==> src/rtl/snn_mem_pkg.sv <==
// Shared types and constants for the synaptic weight RAM arbiter.
package snn_mem_pkg;

  typedef enum logic {ST_INIT, ST_RUN} arb_state_t;

  typedef enum logic [1:0] {SRC_NONE, SRC_HOST, SRC_ENG} grant_src_t;

  // Grant-to-response latency in cycles (RAM read latency is one of them).
  localparam int RSP_LAT = 2;

  function automatic int idx_width(input int n);
    return (n > 1) ? $clog2(n) : 1;
  endfunction

endpackage

==> src/rtl/rr_arbiter.sv <==
// Combinational round-robin picker: first set request at or above ptr, wrapping.
module rr_arbiter #(
  parameter int NUM_REQ = 4,
  parameter int IDX_W   = 2
) (
  input  logic [NUM_REQ-1:0] req,
  input  logic [IDX_W-1:0]   ptr,
  output logic [NUM_REQ-1:0] gnt,
  output logic [IDX_W-1:0]   idx,
  output logic               req_any
);

  logic found;

  always_comb begin
    gnt     = '0;
    idx     = '0;
    found   = 1'b0;
    req_any = |req;
    for (int k = 0; k < NUM_REQ; k++) begin
      int c;
      c = int'(ptr) + k;
      if (c >= NUM_REQ) c = c - NUM_REQ;
      if (!found && req[c]) begin
        found  = 1'b1;
        gnt[c] = 1'b1;
        idx    = IDX_W'(c);
      end
    end
  end

endmodule

==> src/rtl/synapse_weight_arbiter.sv <==
// Shares the single-port weight RAM between NUM_REQ engine readers and the host port.
//   ST_INIT | zero-fill RAM, one word per cycle, no grants
//   ST_RUN  | host priority with burst limit, engines round-robin
module synapse_weight_arbiter
  import snn_mem_pkg::*;
#(
  parameter int NUM_SYNAPSES   = 205,
  parameter int ADDR_W         = 8,
  parameter int DATA_W         = 16,
  parameter int NUM_REQ        = 4,
  parameter int HOST_BURST_MAX = 4
) (
  input  logic                      clk,
  input  logic                      rst_n,
  input  logic [NUM_REQ-1:0]        req_valid,
  input  logic [NUM_REQ*ADDR_W-1:0] req_addr,
  output logic [NUM_REQ-1:0]        req_ready,
  output logic [NUM_REQ-1:0]        rsp_valid,
  output logic [DATA_W-1:0]         rsp_data,
  output logic                      rsp_err,
  input  logic                      host_valid,
  input  logic                      host_we,
  input  logic [ADDR_W-1:0]         host_addr,
  input  logic [DATA_W-1:0]         host_wdata,
  output logic                      host_ready,
  output logic                      host_rsp_valid,
  output logic [DATA_W-1:0]         host_rdata,
  output logic                      host_err,
  output logic                      mem_en,
  output logic                      mem_we,
  output logic [ADDR_W-1:0]         mem_addr,
  output logic [DATA_W-1:0]         mem_wdata,
  input  logic [DATA_W-1:0]         mem_rdata,
  output logic                      init_done
);

  localparam int IDX_W  = idx_width(NUM_REQ);
  localparam int BC_W   = $clog2(HOST_BURST_MAX + 1);
  localparam int STAGES = RSP_LAT - 1;

  arb_state_t        state, state_nx;
  logic [ADDR_W-1:0] init_cnt, init_cnt_nx;
  logic [IDX_W-1:0]  rr_ptr, rr_ptr_nx;
  logic [BC_W-1:0]   burst_cnt, burst_cnt_nx;

  logic [NUM_REQ-1:0] eng_gnt;
  logic [IDX_W-1:0]   eng_idx;
  logic               eng_any;
  logic [ADDR_W-1:0]  eng_addr;
  logic               eng_ok, host_ok, host_win;

  grant_src_t        src;
  logic              gnt_err, gnt_we;
  logic              mem_en_c, mem_we_c;
  logic [ADDR_W-1:0] mem_addr_c;
  logic [DATA_W-1:0] mem_wdata_c;

  grant_src_t        pipe_src [STAGES];
  logic [IDX_W-1:0]  pipe_idx [STAGES];
  logic              pipe_err [STAGES];
  logic              pipe_we  [STAGES];

  rr_arbiter #(.NUM_REQ(NUM_REQ), .IDX_W(IDX_W)) u_rr (
    .req     (req_valid),
    .ptr     (rr_ptr),
    .gnt     (eng_gnt),
    .idx     (eng_idx),
    .req_any (eng_any)
  );

  assign eng_addr = req_addr[eng_idx*ADDR_W +: ADDR_W];
  assign eng_ok   = ({1'b0, eng_addr}  < (ADDR_W+1)'(NUM_SYNAPSES));
  assign host_ok  = ({1'b0, host_addr} < (ADDR_W+1)'(NUM_SYNAPSES));

  always_comb begin
    state_nx     = state;
    init_cnt_nx  = init_cnt;
    rr_ptr_nx    = rr_ptr;
    burst_cnt_nx = burst_cnt;
    host_win     = 1'b0;
    host_ready   = 1'b0;
    req_ready    = '0;
    src          = SRC_NONE;
    gnt_err      = 1'b0;
    gnt_we       = 1'b0;
    mem_en_c     = 1'b0;
    mem_we_c     = 1'b0;
    mem_addr_c   = '0;
    mem_wdata_c  = '0;
    case (state)
      ST_INIT: begin
        mem_en_c    = 1'b1;
        mem_we_c    = 1'b1;
        mem_addr_c  = init_cnt;
        init_cnt_nx = init_cnt + 1'b1;
        if (init_cnt == ADDR_W'(NUM_SYNAPSES - 1)) begin
          state_nx    = ST_RUN;
          init_cnt_nx = '0;
        end
      end
      ST_RUN: begin
        host_win = host_valid && (!eng_any || (burst_cnt < BC_W'(HOST_BURST_MAX)));
        if (host_win) begin
          host_ready = 1'b1;
          src        = SRC_HOST;
          gnt_we     = host_we;
          gnt_err    = !host_ok;
          if (host_ok) begin
            mem_en_c    = 1'b1;
            mem_we_c    = host_we;
            mem_addr_c  = host_addr;
            mem_wdata_c = host_we ? host_wdata : '0;
          end
          // Burst only counts against the limit while an engine is actually waiting.
          if (!eng_any) burst_cnt_nx = '0;
          else if (burst_cnt != BC_W'(HOST_BURST_MAX)) burst_cnt_nx = burst_cnt + 1'b1;
        end else if (eng_any) begin
          req_ready    = eng_gnt;
          src          = SRC_ENG;
          gnt_err      = !eng_ok;
          mem_en_c     = eng_ok;
          mem_addr_c   = eng_ok ? eng_addr : '0;
          rr_ptr_nx    = (eng_idx == IDX_W'(NUM_REQ - 1)) ? '0 : eng_idx + 1'b1;
          burst_cnt_nx = '0;
        end
      end
      default: ;
    endcase
  end

  // Hold the RAM port quiet while reset is asserted, even though the FSM sits in ST_INIT.
  assign mem_en    = rst_n & mem_en_c;
  assign mem_we    = rst_n & mem_we_c;
  assign mem_addr  = rst_n ? mem_addr_c : '0;
  assign mem_wdata = rst_n ? mem_wdata_c : '0;

  always_ff @(posedge clk or negedge rst_n) begin
    if (!rst_n) begin
      state     <= ST_INIT;
      init_cnt  <= '0;
      rr_ptr    <= '0;
      burst_cnt <= '0;
      init_done <= 1'b0;
    end else begin
      state     <= state_nx;
      init_cnt  <= init_cnt_nx;
      rr_ptr    <= rr_ptr_nx;
      burst_cnt <= burst_cnt_nx;
      init_done <= (state_nx == ST_RUN);
    end
  end

  always_ff @(posedge clk or negedge rst_n) begin
    if (!rst_n) begin
      for (int k = 0; k < STAGES; k++) begin
        pipe_src[k] <= SRC_NONE;
        pipe_idx[k] <= '0;
        pipe_err[k] <= 1'b0;
        pipe_we[k]  <= 1'b0;
      end
      rsp_valid      <= '0;
      rsp_data       <= '0;
      rsp_err        <= 1'b0;
      host_rsp_valid <= 1'b0;
      host_rdata     <= '0;
      host_err       <= 1'b0;
    end else begin
      pipe_src[0] <= src;
      pipe_idx[0] <= eng_idx;
      pipe_err[0] <= gnt_err;
      pipe_we[0]  <= gnt_we;
      for (int k = 1; k < STAGES; k++) begin
        pipe_src[k] <= pipe_src[k-1];
        pipe_idx[k] <= pipe_idx[k-1];
        pipe_err[k] <= pipe_err[k-1];
        pipe_we[k]  <= pipe_we[k-1];
      end
      rsp_valid      <= '0;
      rsp_data       <= '0;
      rsp_err        <= 1'b0;
      host_rsp_valid <= 1'b0;
      host_rdata     <= '0;
      host_err       <= 1'b0;
      case (pipe_src[STAGES-1])
        SRC_ENG: begin
          rsp_valid <= NUM_REQ'(1) << pipe_idx[STAGES-1];
          rsp_err   <= pipe_err[STAGES-1];
          rsp_data  <= pipe_err[STAGES-1] ? '0 : mem_rdata;
        end
        SRC_HOST: begin
          host_rsp_valid <= 1'b1;
          host_err       <= pipe_err[STAGES-1];
          host_rdata     <= (pipe_err[STAGES-1] || pipe_we[STAGES-1]) ? '0 : mem_rdata;
        end
        default: ;
      endcase
    end
  end

endmodule

==> config.mk <==
export PLATFORM = sky130hd
export DESIGN_NAME = synapse_weight_arbiter
export DESIGN_NICKNAME = d
export VERILOG_FILES = /design/src/rtl/snn_mem_pkg.sv /design/src/rtl/rr_arbiter.sv /design/src/rtl/synapse_weight_arbiter.sv
export SDC_FILE = /design/constraint.sdc
export NUM_CORES = 1
export LEC_CHECK = 0
export ABC_AREA = 1
export CAP_MARGIN = 15
export CORE_MARGIN = 1.5
export CORE_UTILIZATION = 39
export CTS_BUF_LIST = sky130_fd_sc_hd__clkbuf_4 sky130_fd_sc_hd__clkbuf_8
export CTS_CLUSTER_SIZE = 24
export DETAILED_ROUTE_END_ITERATION = 7
export PLACE_DENSITY = 0.83
export SLEW_MARGIN = 20
export SYNTH_ARGS = -nofsm -noshare
export SYNTH_HDL_FRONTEND = slang
export SYNTH_SLANG_ARGS = --single-unit
==> constraint.sdc <==
create_clock -name clk -period 2.7 [get_ports clk]
set_input_delay 0.54 -clock clk [delete_from_list [all_inputs] [get_ports clk]]
set_output_delay 0.54 -clock clk [all_outputs]
set_load 0.01 [all_outputs]
==> flow_metrics.env <==
export IMPL_floorplan_die_width_um=96.83
export IMPL_critical_path_class="reg2out"
export IMPL_nets=766
export IMPL_worst_setup_path_end_kind="output pin"
export IMPL_ys_warn_count=0
export IMPL_core_um2=8636
export IMPL_synth_cell_types=36
export IMPL_placementRows=34
export IMPL_clk_latency_ns=0.33
export IMPL_worst_slack_ns=-0.7293
export IMPL_drive_gt1_frac=0.3514
export IMPL_rsz0062_at_grt="yes"
export IMPL_diodes=0
export IMPL_pre_cts_ws_ns=-1.216
export IMPL_grt_pass1_wl_mm=18.54
export IMPL_cts_buffers=9
export IMPL_yosysSeqAreaShare=0.4300
export IMPL_r2r_end="pipe_we"
export IMPL_area_delta_synth_final_pct=80.28
export IMPL_cp_slowest_cell="dfrtp_2"
export IMPL_grt_antenna_before_repair=0
export IMPL_finalHoldViolations=0
export IMPL_cts_buffer_depth=2
export IMPL_drtPass1Iterations=5
export IMPL_synth_edff_count=0
export IMPL_reg2reg_depth=19
export IMPL_die_area_um2=9375
export IMPL_ys_ff_latch=59
export IMPL_synth_ff_type="dfrtp_1"
export IMPL_period_needed_ns=3.429
export IMPL_routed_wl_mm=11.75
export IMPL_slew_headroom=0.4453
export IMPL_hold_path_class="reg2reg"
export IMPL_violations="negative setup slack"
export IMPL_clock_skew_ns=0.009123
export IMPL_slew_violations=0
export IMPL_cpMostUsedCell="nand2_4"
export IMPL_worst_pin_slew_ns=0.8300
export IMPL_dpl_cell_area_um2=5421
export IMPL_post_synth_cell_area_avg_um2=7.715
export IMPL_fin_util=0.7167
export IMPL_cp_arrival_ns=2.89
export IMPL_finalSetupViolCount=32
export IMPL_vias=4132
export IMPL_port_buffers=150
export IMPL_fmax_mhz=291.6
export IMPL_r2r_start="burst_cnt[2]"
export IMPL_crit_start="rr_ptr[0]"
export IMPL_powerDensity_nw_per_um2=405.2
export IMPL_post_dp_hpwl_mm=7.791
export IMPL_tritoncts="yes"
export IMPL_cpPeakStageDelay_ns=0.44
export IMPL_drt_iter0_drc=187
export IMPL_cp_required_ns=2.16
export IMPL_clk_pin_slew_worst_paths_ns=0.06
export IMPL_cts_root_buf="clkbuf_8"
export IMPL_outcome="complete, but fails checks"
export IMPL_numClockSinks=59
export IMPL_start_kind="flop"
export IMPL_crit_end="mem_addr[4]"
export IMPL_vias_per_cell=5.224
export IMPL_worstPathCellList="inv_8, ha_4, inv_2, nand3_2, nand2_4, inv_4, nor2_8, nand4_4, buf_8, nand3_2, nand3_1, nand2_2, nor2_1, nand2_2, nand2_4, nand2_4, nand4_1, a21oi_2, buf_2"
export IMPL_globalRouteOverflowTotal=0
export IMPL_synth_area_um2=3433
export IMPL_drc=0
export IMPL_drv_cap=0
export IMPL_antenna_left=0
export IMPL_power_leakage_nw=3.060
export IMPL_grt_total_usage=0.2419
export IMPL_place_inst=733
export IMPL_grt_max_degree=60
export IMPL_ys_async_sr_fraction=1.000
export IMPL_synthCells=445
export IMPL_io_pins=151
export IMPL_final_area_um2=6190
export IMPL_synth_nets=533
export IMPL_start_util=0.3976
export IMPL_post_route_period_util=1.270
export IMPL_place_congestion=0.9685
export IMPL_wire_per_inst_um=14.86
export IMPL_ir_drop_uv=242.1
export IMPL_htreeDepth=3
export IMPL_r2r_slack_ns=-0.08
export IMPL_worstPathMaxFanout=8
export IMPL_grt_pass1_vias=4019
export IMPL_finalNonFillerCells=791
export IMPL_die_h_um=96.83
-- critical path: cells and delay by family (launching register included) --
family / cells / cell delay, ns
buf+inv: 5 / 0.55
simple gates: 12 / 1.21
fa+ha+maj: 1 / 0.20
flops: 1 / 0.44
compound gates: 1 / 0.17
-- cell usage in the layout, fill, tap and decap left out, types with 4 or more instances in the layout --
| master | count |
|---|---|
| clkdlybuf4s50_1 | 113 |
| nand2_1 | 71 |
| buf_4 | 70 |
| inv_1 | 68 |
| dfrtp_1 | 58 |
| buf_2 | 29 |
| nor2_1 | 27 |
| nor3_1 | 23 |
| o21ai_0 | 21 |
| nand2_2 | 19 |
| nand3_1 | 18 |
| nand3_2 | 18 |
| nor3b_2 | 15 |
| nand4_1 | 12 |
| a21oi_2 | 11 |
| nand2_4 | 10 |
| clkbuf_8 | 10 |
| buf_6 | 10 |
| a21oi_1 | 8 |
| ha_1 | 7 |
| inv_2 | 6 |
| nor2_4 | 4 |
| clkdlybuf4s15_2 | 4 |
-- cells in the mapped netlist, types with 2 or more instances --
cell type | count | area share
nand2_1 | 88 | 0.096
inv_1 | 72 | 0.079
dfrtp_1 | 59 | 0.43
nand3_1 | 36 | 0.052
nor2_1 | 31 | 0.034
nor3_1 | 23 | 0.034
o21ai_0 | 23 | 0.034
a21oi_1 | 20 | 0.029
nor3b_1 | 18 | 0.039
nand4_1 | 12 | 0.022
clkbuf_1 | 10 | 0.011
ha_1 | 8 | 0.029
nand2_4 | 6 | 0.020
o22ai_1 | 6 | 0.011
inv_2 | 5 | 0.0055
nand2_2 | 4 | 0.0073
buf_2 | 3 | 0.0044
a31oi_1 | 2 | 0.0036
nand3_2 | 2 | 0.0058
-- power by group --
part,total [mW],switching (mW),internal [mW]
clock network,0.689,0.335,0.355
registers,0.899,0.00696,0.892
logic,0.919,0.462,0.458
total,2.51,0.803,1.70
-- logic make-up after synthesis --
family / share of synthesized area
XOR/XNOR: 0.002551
flip-flops: 0.4300
buffers and inverters: 0.1104
adder cells (fa/ha/maj): 0.02916
AND/OR/NAND/NOR: 0.3389
AO/OA/AOI/OAI: 0.08892
-- metrics by stage --
step | hold WS, ns | setup TNS, ns | power, mW
final | 0.4610 | -10.42 | 2.508
after detailed placement | 0.4625 | -30.78 | 1.584
after floorplan | 0.2444 | -1.829 | 1.247
after global routing | 0.4807 | -13.78 | 2.638
after global placement | 0.4389 | -28.77 | 1.566
after CTS | 0.4645 | -7.670 | 2.435
-- layout make-up --
type,count,area (µm²)
clock inverter,6,41.29
sequential,59,1478
timing repair buffer,235,2113
multi-input combinational,295,1972
inverter,78,312.8
tap,108,135.1
clock buffer,10,137.6
fill,577,2446
-- routing by layer --
| metal | global-route usage | up-vias | wire length (µm) |
|---|---|---|---|
| met4 | 0.09810 | 0 | 379 |
| met2 | 0.4185 | 259 | 5775 |
| met1 | 0.2853 | 1919 | 4635 |
| met5 | 0 | - | 0 |
| li1 | - | 1912 | - |
| met3 | 0.06214 | 42 | 961 |
-- repair_timing --
item	in CTS	in global routing
buffers inserted	37	2
hold endpoints to repair	0	0
endpoints found under the setup margin	32	33
hold buffers	0	0
gates resized for setup	201	36
gates cloned	3	0
pin swaps	34	26
-- worst min path at each step --
stage                     start           end  slack (ns)  depth (start not counted)
finish              pipe_idx[1]  rsp_valid[1]        0.46                          1
global route        pipe_idx[1]  rsp_valid[1]        0.48                          1
CTS                 pipe_idx[1]  rsp_valid[1]        0.46                          1
detailed placement  pipe_idx[0]  rsp_valid[0]        0.46                          1
global placement    pipe_idx[0]  rsp_valid[0]        0.44                          1
floorplan                 rst_n  burst_cnt[0]        0.24                          0
-- flip-flops by register name, indices dropped and copies added (netlist names), 2 cells and up --
| register | flops |
|---|---|
| host_rdata | 16 |
| rr_ptr | 2 |
| rsp_data | 16 |
| pipe_src | 2 |
| pipe_idx | 2 |
| init_cnt | 8 |
| rsp_valid | 4 |
| burst_cnt | 3 |
Power figures use the tool's default switching activity.
